`src/rtl/adder_share_arbiter.sv`:
```
// Round-robin arbiter sharing one external ripple add/sub among NREQ requesters; ADDARB_OVF_EN enables signed overflow.
// Latency: grant at T -> rsp_valid at T+SETTLE+1; no grants outside IDLE, response held until rsp_ready.
module adder_share_arbiter #(
   parameter int NREQ   = 4,
   parameter int WIDTH  = 32,
   parameter int SETTLE = 2
) (
   input  logic                     clk,
   input  logic                     rst_n,
   input  logic [NREQ-1:0]          req_valid,
   output logic [NREQ-1:0]          req_ready,
   input  logic [NREQ*WIDTH-1:0]    req_a,
   input  logic [NREQ*WIDTH-1:0]    req_b,
   input  logic [NREQ-1:0]          req_sub,
   output logic [WIDTH-1:0]         adder_a,
   output logic [WIDTH-1:0]         adder_b,
   output logic                     adder_control,
   input  logic [WIDTH-1:0]         adder_s,
   input  logic                     adder_cout,
   output logic                     rsp_valid,
   input  logic                     rsp_ready,
   output logic [$clog2(NREQ)-1:0]  rsp_id,
   output logic [WIDTH-1:0]         rsp_sum,
   output logic                     rsp_cout,
   output logic                     rsp_ovf
);

   localparam int IDW = $clog2(NREQ);
   localparam int CW  = $clog2(SETTLE + 1);

   typedef enum logic [1:0] {S_IDLE, S_SETTLE, S_RESP} state_t;

   state_t           r_state;
   state_t           w_state_nxt;
   logic [IDW-1:0]   r_rr_ptr;
   logic [IDW-1:0]   r_id;
   logic [CW-1:0]    r_cnt;
   logic [WIDTH-1:0] r_a;
   logic [WIDTH-1:0] r_b;
   logic             r_sub;
   logic [WIDTH-1:0] r_sum;
   logic             r_cout;
   logic [IDW-1:0]   w_gnt;
   logic             w_any;
   logic [IDW:0]     w_idx;
   logic             w_capture;

   // Search starts at the round-robin pointer and wraps modulo NREQ.
   always_comb begin
      w_gnt = '0;
      w_any = 1'b0;
      w_idx = '0;
      for (int k = 0; k < NREQ; k++) begin
         w_idx = {1'b0, r_rr_ptr} + (IDW+1)'(k);
         if (w_idx >= (IDW+1)'(NREQ))
            w_idx = w_idx - (IDW+1)'(NREQ);
         if (!w_any && req_valid[w_idx[IDW-1:0]]) begin
            w_any = 1'b1;
            w_gnt = w_idx[IDW-1:0];
         end
      end
   end

   assign w_capture = (r_state == S_SETTLE) && (r_cnt == CW'(1));

   always_comb begin
      w_state_nxt = r_state;
      req_ready   = '0;
      case (r_state)
         S_IDLE: begin
            if (w_any) begin
               w_state_nxt = S_SETTLE;
               // Gated by rst_n so the grant cannot leak while reset is held.
               if (rst_n)
                  req_ready = NREQ'(1) << w_gnt;
            end
         end
         S_SETTLE: begin
            if (r_cnt == CW'(1))
               w_state_nxt = S_RESP;
         end
         S_RESP: begin
            if (rsp_ready)
               w_state_nxt = S_IDLE;
         end
         default: w_state_nxt = S_IDLE;
      endcase
   end

   always_ff @(posedge clk or negedge rst_n) begin
      if (!rst_n) begin
         r_state  <= S_IDLE;
         r_rr_ptr <= '0;
         r_id     <= '0;
         r_cnt    <= '0;
         r_a      <= '0;
         r_b      <= '0;
         r_sub    <= 1'b0;
         r_sum    <= '0;
         r_cout   <= 1'b0;
      end else begin
         r_state <= w_state_nxt;
         case (r_state)
            S_IDLE: begin
               if (w_any) begin
                  r_a   <= req_a[w_gnt*WIDTH +: WIDTH];
                  r_b   <= req_b[w_gnt*WIDTH +: WIDTH];
                  r_sub <= req_sub[w_gnt];
                  r_id  <= w_gnt;
                  r_cnt <= CW'(SETTLE);
               end
            end
            S_SETTLE: begin
               if (w_capture) begin
                  r_sum  <= adder_s;
                  r_cout <= adder_cout;
               end else begin
                  r_cnt <= r_cnt - CW'(1);
               end
            end
            S_RESP: begin
               if (rsp_ready)
                  r_rr_ptr <= (r_id == IDW'(NREQ-1)) ? '0 : r_id + IDW'(1);
            end
            default: ;
         endcase
      end
   end

`ifdef ADDARB_OVF_EN
   logic r_ovf;
   logic w_ovf;

   // Subtract overflows when operand signs differ; add when they match.
   always_comb begin
      w_ovf = 1'b0;
      if (r_sub)
         w_ovf = (r_a[WIDTH-1] != r_b[WIDTH-1]) && (adder_s[WIDTH-1] != r_a[WIDTH-1]);
      else
         w_ovf = (r_a[WIDTH-1] == r_b[WIDTH-1]) && (adder_s[WIDTH-1] != r_a[WIDTH-1]);
   end

   always_ff @(posedge clk or negedge rst_n) begin
      if (!rst_n)
         r_ovf <= 1'b0;
      else if (w_capture)
         r_ovf <= w_ovf;
   end

   assign rsp_ovf = r_ovf;
`else
   assign rsp_ovf = 1'b0;
`endif

   assign adder_a       = r_a;
   assign adder_b       = r_b;
   assign adder_control = r_sub;
   assign rsp_valid     = (r_state == S_RESP);
   assign rsp_id        = r_id;
   assign rsp_sum       = r_sum;
   assign rsp_cout      = r_cout;

endmodule

```
`config.mk`:
```
export PLATFORM = sky130hd
export DESIGN_NAME = adder_share_arbiter
export DESIGN_NICKNAME = d
export VERILOG_FILES = /design/src/rtl/adder_share_arbiter.sv
export SDC_FILE = /design/constraint.sdc
export NUM_CORES = 1
export LEC_CHECK = 0
export ABC_AREA = 1
export ABC_CLOCK_PERIOD_IN_PS = 1900
export BUFFER_PORTS_ARGS = -buffer_cell sky130_fd_sc_hd__buf_2
export CAP_MARGIN = 40
export CORE_AREA = 3 3 155 157
export DETAILED_ROUTE_END_ITERATION = 8
export DIE_AREA = 0 0 158 160
export GPL_TIMING_DRIVEN = 0
export HOLD_SLACK_MARGIN = 0.03
export PLACE_DENSITY_LB_ADDON = 0.3
export SLEW_MARGIN = 30
export SYNTH_ARGS = -nofsm -noshare
export SYNTH_HDL_FRONTEND = slang
export SYNTH_SLANG_ARGS = --single-unit
```
`constraint.sdc`:
```
create_clock -name clk -period 1.9 [get_ports clk]
set_clock_uncertainty 0.2 [all_clocks]
set_input_delay 0.095 -clock clk [delete_from_list [all_inputs] [get_ports clk]]
set_output_delay 0.095 -clock clk [all_outputs]
set_load 0.1 [all_outputs]
```
==> results.toml, run 1 <==
[min_path]
hold_path_startpoint = "req_b[99]"
hold_depth = 7
hold_path_class = "in -> reg"
min_delay_worst_endpoint = "adder_b[3]$_DFFE_PN0P_"

[global_routing]
gr-total-overflow = 0
antenna_found_initial = 1
grt_start_max_net_pins = 70
grt.total_usage_pct = 30.39
number_of_global_route_vias_before_repair = 10900
global_route_wire_length_before_repair_mm = 60.07

[drt]
antenna_violating_nets_post_route = 0
via_count_normalized_by_instance_count = 5.050
route.vias.total = 10780
drtIter0Drc = 1383
routedWlPerCell_um = 18.72
drcViolationCount = 0
drt_pass1_iterations = 6
routed_wirelength_mm = 39.97

[logic_synthesis]
post_synthesis_cell_area_um2 = 7173
synthesis.instances = 1101
synth.distinct_cells = 24
ys_ff_latch = 106
syn-num-nets = 1403
synthesis.area_per_instance_um2 = 6.515
synth_seq_area_share_pct = 36.98
synth-warning-count = 0

[cells_and_area]
layout-area-overhead-vs-synth_pct = 92.60
drive_above_1_share_pct = 33.48
layout.area.seq_um2 = 2655
num-nets-final = 2146
final_common_cell = "sky130_fd_sc_hd__nand2_1"
layout.cells.most_common_list = "sky130_fd_sc_hd__nand2_1, sky130_fd_sc_hd__buf_2, sky130_fd_sc_hd__dlygate4sd3_1"
multiInputGateArea_um2 = 4213
fillerInstances = 1897

[critical_path]
cp_slowest_cell = "sky130_fd_sc_hd__dfrtp_2"
worstPathMaxFanout = 5
max_stage_delay_ns = 0.44
setup.worst_path.end_class = "output pin"
r2r-start = "r_rr_ptr[0]$_DFFE_PN0P_"
timing.critical_path.required_ns = 1.60
crit_type = "reg -> out"
r2r_cells = 20
worstPathArrival_ns = 2.38
reg_to_reg_critical_path_endpoint = "adder_b[6]$_DFFE_PN0P_"
timing.critical_path.cells = "buf_6 -> nand2_2 -> nand3_2 -> nand2_2 -> nor2_4 -> nand3_1 -> nand3_4 -> inv_4 -> buf_8 -> buf_12 -> nor3_4 -> buf_12"
crit_path_launch_type = "flip-flop"
regToRegSetupSlack_ns = -0.76

[die]
vert_die_dim_um = 160
initial_core_util_pct = 31.68
fp.dieW_um = 158
area_enclosed_by_the_die_boundary_um2 = 25280
rows = 55
number_of_ports_placed_on_the_die_boundary = 406
placeableCoreArea_um2 = 22640

[placed_design]
routabilityCongestion = 0.9438
dp_hpwl_mm = 25.90
portBuffers = 404

[clocking]
cts_tree = "done"
cts.reportedPaths.clkPinSlew_ns = 0.08
cts.path.max_buffers = 2
tritoncts_num_sinks = 106
cts_buffers = 9
clock_tree.htree_level_count = 3
cts_root_buf = "sky130_fd_sc_hd__clkbuf_16"
clock_insertion_delay_worst_skew_ns = 0.36

[sta]
post-route-min-period_ns = 2.675
maxSlewHeadroom_pct = 63.86
clock.fmax_ghz = 0.3738
fin_crit_sh_pct = 140.8
slew_violations = 0
timing.final.hold_violations = 0
setup-violations-final = 74
setup_repair_after_global_routing_missed_its_margin = "yes"
worst-slew-pin-transition_ns = 0.5421
worst_slack_ns = -0.7750
holdWs_ns = 0.04809

[status]
violations_in_the_final_reports = "negative setup slack"
outcome = "finished with violations"

[run]
maxCapViolations = 0
[flip-flops by register name, summed over array words and instances, names as in the netlist]
name	flops
r_rr_ptr	2
rsp_cout	1
rsp_id	2
adder_b	32
adder_a	32
r_cnt	2
adder_control	1
rsp_sum	32
r_state	2
[cell families (layout without fill, tap and decap cells)]
kind of cell / count (synthesis) / in the layout / share of synthesized area (%)
other: 1 / 2 / 0.05228
AO/OA/AOI/OAI: 10 / 10 / 0.7847
AND/OR/NAND/NOR: 843 / 843 / 49.31
adder cells (fa/ha/maj): 2 / 2 / 0.3488
multiplexers: 33 / 33 / 5.181
flip-flops: 106 / 106 / 36.98
buffers and inverters: 106 / 854 / 7.344
[timing repair]
action | in CTS | in global routing
endpoints found under the hold margin | 207 | 0
setup endpoints to repair | 104 | 103
buffers inserted | 28 | 4
cloned | 5 | 0
hold buffers | 290 | 0
pin swaps | 14 | 1
resized for setup | 159 | 14
[Yosys cell counts, drive strengths merged]
cell type / count / area share (%)
nor2: 6 / 0.35
a21oi: 1 / 0.070
dfrtp: 106 / 37
nand2: 692 / 36
a31oi: 1 / 0.087
inv: 17 / 0.89
conb: 1 / 0.052
mux2: 33 / 5.2
buf: 67 / 5.3
nand4: 131 / 11
ha: 2 / 0.35
nor3: 4 / 0.28
clkbuf: 22 / 1.2
nand3: 10 / 0.98
o21ai: 6 / 0.42
o31ai: 2 / 0.21
[stage by stage]
| step | area, um2 | setup TNS [ns] | worst slack, ns | std cells | util (%) |
|---|---|---|---|---|---|
| CTS | 13740 | -46.31 | -0.7776 | 2130 | 60.67 |
| global placement | 9647 | -151.13 | -1.438 | 1790 | 42.61 |
| finish | 13820 | -48.40 | -0.7750 | 2135 | 61.02 |
| global route | 13810 | -57.59 | -0.9049 | 2134 | 61.01 |
| detailed placement | 9696 | -62.80 | -0.9585 | 1792 | 42.82 |
| floorplan | 7268 | -10.42 | -0.6582 | 1101 | - |
[worst max-delay path: cells and delay by family (launching register included)]
| family | cells | cell delay [ns] |
|---|---|---|
| AND/OR/NAND/NOR | 7 | 0.91 |
| flip-flops | 1 | 0.44 |
| buffers and inverters | 5 | 0.65 |
[worst max path at each step]
stage | startpoint | end | slack [ns] | depth (start not counted)
floorplan | r_rr_ptr[0]$_DFFE_PN0P_ | req_ready[0] | -0.66 | 12
global placement | rst_n | req_ready[1] | -1.44 | 4
detailed placement | r_rr_ptr[0]$_DFFE_PN0P_ | req_ready[3] | -0.96 | 12
CTS | r_rr_ptr[0]$_DFFE_PN0P_ | req_ready[3] | -0.78 | 13
global route | r_rr_ptr[0]$_DFFE_PN0P_ | req_ready[3] | -0.90 | 12
finish | r_rr_ptr[0]$_DFFE_PN0P_ | req_ready[3] | -0.78 | 12
[metal layers]
layer	track usage, %	up-vias	wire (um)
met5	0	-	11
met3	5.854	138	3560
met1	37.29	4888	15500
met4	13.34	2	1760
met2	51.54	701	19140
li1	-	5052	-
[final cells by class]
cell class / count / area share [%]
Timing Repair Buffer: 732 / 39.52
Multi-Input combinational cell: 889 / 30.49
Sequential cell: 106 / 19.22
Buffer: 88 / 5.470
Tap cell: 285 / 2.581
Clock buffer: 10 / 1.657
Inverter: 17 / 0.5524
Clock inverter: 6 / 0.4347
Timing Repair inverter: 1 / 0.05434
Antenna cell: 1 / 0.01811
Power of run 1 is not shown: default switching activity piles up to over one toggle a cycle in this logic, so the estimate is an artifact.
==> inputs of run 2 (changes only) <==
RECOVER_POWER = 50   (was default)
==> run 2 against run 1 <==
  * The flow still finishes with violations (negative setup slack)
  * Routed wire length hardly changed
  * First-iteration DRC count hardly changed
  * Setup slack worse by 0.0020 ns
  * Sequential share of layout area hardly changed
  * Highest routed layer unchanged
  * Flip-flop and latch count stayed put
  * Utilization is 0.11 points lower
  * Cell count stayed put
  * Global-route usage stayed put
  * Register-to-register slack hardly changed
==> results.toml, run 2 (synthesized netlist as in run 1, its figures left out) <==
[status]
outcome = "finished with violations"
violations_in_the_final_reports = "negative setup slack"

[cells_and_area]
final_common_cell = "sky130_fd_sc_hd__nand2_1"
drive_above_1_share_pct = 33.48
layout.cells.most_common_list = "sky130_fd_sc_hd__nand2_1, sky130_fd_sc_hd__buf_2, sky130_fd_sc_hd__dlygate4sd3_1"
utilization_pct = 60.91
fillerInstances = 1900
num-nets-final = 2146
layout-area-overhead-vs-synth_pct = 92.25

[drt]
drcViolationCount = 0
routed_wirelength_mm = 39.96
drtIter0Drc = 1384
drt_pass1_iterations = 6
antenna_violating_nets_post_route = 0
route.vias.total = 10790
via_count_normalized_by_instance_count = 5.052
routedWlPerCell_um = 18.72

[critical_path]
crit_type = "reg -> out"
timing.critical_path.cells = "buf_6 -> nand2_2 -> nand3_2 -> nand2_2 -> nor2_4 -> nand3_1 -> nand3_4 -> inv_4 -> buf_8 -> buf_12 -> nor3_4 -> buf_12"
timing.critical_path.required_ns = 1.60
worstPathMaxFanout = 5
crit_path_launch_type = "flip-flop"
worstPathArrival_ns = 2.38
setup.worst_path.end_class = "output pin"
max_stage_delay_ns = 0.44
cp_slowest_cell = "sky130_fd_sc_hd__dfrtp_2"

[global_routing]
grt.total_usage_pct = 30.39
grt_start_max_net_pins = 70
gr-total-overflow = 0
global_route_wire_length_before_repair_mm = 60.07
antenna_found_initial = 1
number_of_global_route_vias_before_repair = 10900

[sta]
slew_violations = 0
setup_repair_after_global_routing_missed_its_margin = "yes"
worst-slew-pin-transition_ns = 1.038
setup-violations-final = 74
clock.fmax_ghz = 0.3736
timing.final.hold_violations = 0
fin_crit_sh_pct = 140.9
maxSlewHeadroom_pct = 30.79
post-route-min-period_ns = 2.677
worst_slack_ns = -0.7770

[die]
area_enclosed_by_the_die_boundary_um2 = 25280
rows = 55
placeableCoreArea_um2 = 22640
fp.dieW_um = 158
initial_core_util_pct = 31.68
vert_die_dim_um = 160
number_of_ports_placed_on_the_die_boundary = 406

[placed_design]
routabilityCongestion = 0.9438
portBuffers = 404
dp_hpwl_mm = 25.90

[clocking]
cts.path.max_buffers = 2
tritoncts_num_sinks = 106
cts.reportedPaths.clkPinSlew_ns = 0.08
clock_insertion_delay_worst_skew_ns = 0.36
cts_tree = "done"
cts_buffers = 9
clock_tree.htree_level_count = 3
cts_root_buf = "sky130_fd_sc_hd__clkbuf_16"

[min_path]
hold_path_class = "in -> reg"

[run]
maxCapViolations = 0
-- run 2: cell count changes in the layout (fill, tap and decap cells not counted), sizes merged --
cell    before  now
buf        508  493
clkbuf      32   47
-- run 2: cell type report --
class / count / area (um2) / area share (%)
Antenna cell: 1 / 2.502 / 0.01815
Multi-Input combinational cell: 889 / 4213 / 30.55
Timing Repair Buffer: 732 / 5435 / 39.41
Inverter: 17 / 76.32 / 0.5534
Sequential cell: 106 / 2655 / 19.25
Tap cell: 285 / 356.6 / 2.586
Clock buffer: 10 / 229.0 / 1.660
Timing Repair inverter: 1 / 7.507 / 0.05444
Clock inverter: 6 / 60.06 / 0.4355
Buffer: 88 / 755.7 / 5.480
-- run 2: layer usage --
| layer | routed length [um] | track usage [%] | part of all wire, % | vias up |
|---|---|---|---|---|
| li1 | - | - | - | 5052 |
| met1 | 15520 | 37.29 | 39 | 4888 |
| met2 | 19120 | 51.54 | 48 | 703 |
| met3 | 3543 | 5.854 | 8.9 | 141 |
| met4 | 1760 | 13.34 | 4.4 | 2 |
| met5 | 11 | 0 | 0.028 | - |
-- run 2: metrics by stage --
step                area (um2)  setup TNS, ns  std cells  worst slack, ns  hold WS (ns)
floorplan                 7268         -10.42       1101          -0.6582       -0.4006
detailed placement        9696         -62.80       1792          -0.9585       -0.2023
CTS                      13740         -46.31       2130          -0.7776       0.03285
global route             13790         -64.80       2134          -0.9049       0.09716
finish                   13790         -48.29       2135          -0.7770       0.04615
global placement          9647        -151.13       1790           -1.438       0.09379
-- run 2: what timing repair did --
action / CTS / global route
pin swaps: 14 / 1
resized for setup: 159 / 14
setup endpoints to repair: 104 / 103
cloned: 5 / 0
endpoints found under the hold margin: 207 / 0
hold buffers: 290 / 0
buffers inserted: 28 / 4
-- run 2: worst paths after layout --
path / start / to / slack (ns) / cells after the start
worst max-delay path: r_rr_ptr[0]$_DFFE_PN0P_ / req_ready[3] / -0.78 / 12
worst min-delay path: req_b[99] / adder_b[3]$_DFFE_PN0P_ / 0.05 / 7
worst max register to register: r_rr_ptr[0]$_DFFE_PN0P_ / adder_b[6]$_DFFE_PN0P_ / -0.76 / 20
worst min register to register: adder_b[25]$_DFFE_PN0P_ / adder_b[25]$_DFFE_PN0P_ / 0.28 / 2
max in group asynchronous: rst_n / rsp_sum[22]$_DFFE_PN0P_ / 0.08 / 4
min in group asynchronous: rst_n / adder_a[22]$_DFFE_PN0P_ / 0.52 / 3
-- run 2: critical path: cells and delay by family, from the launching register on --
family	cells	cell delay [ns]
buf+inv	5	0.65
flops	1	0.44
simple gates	7	0.91
Power of run 2 is left out for the same reason.
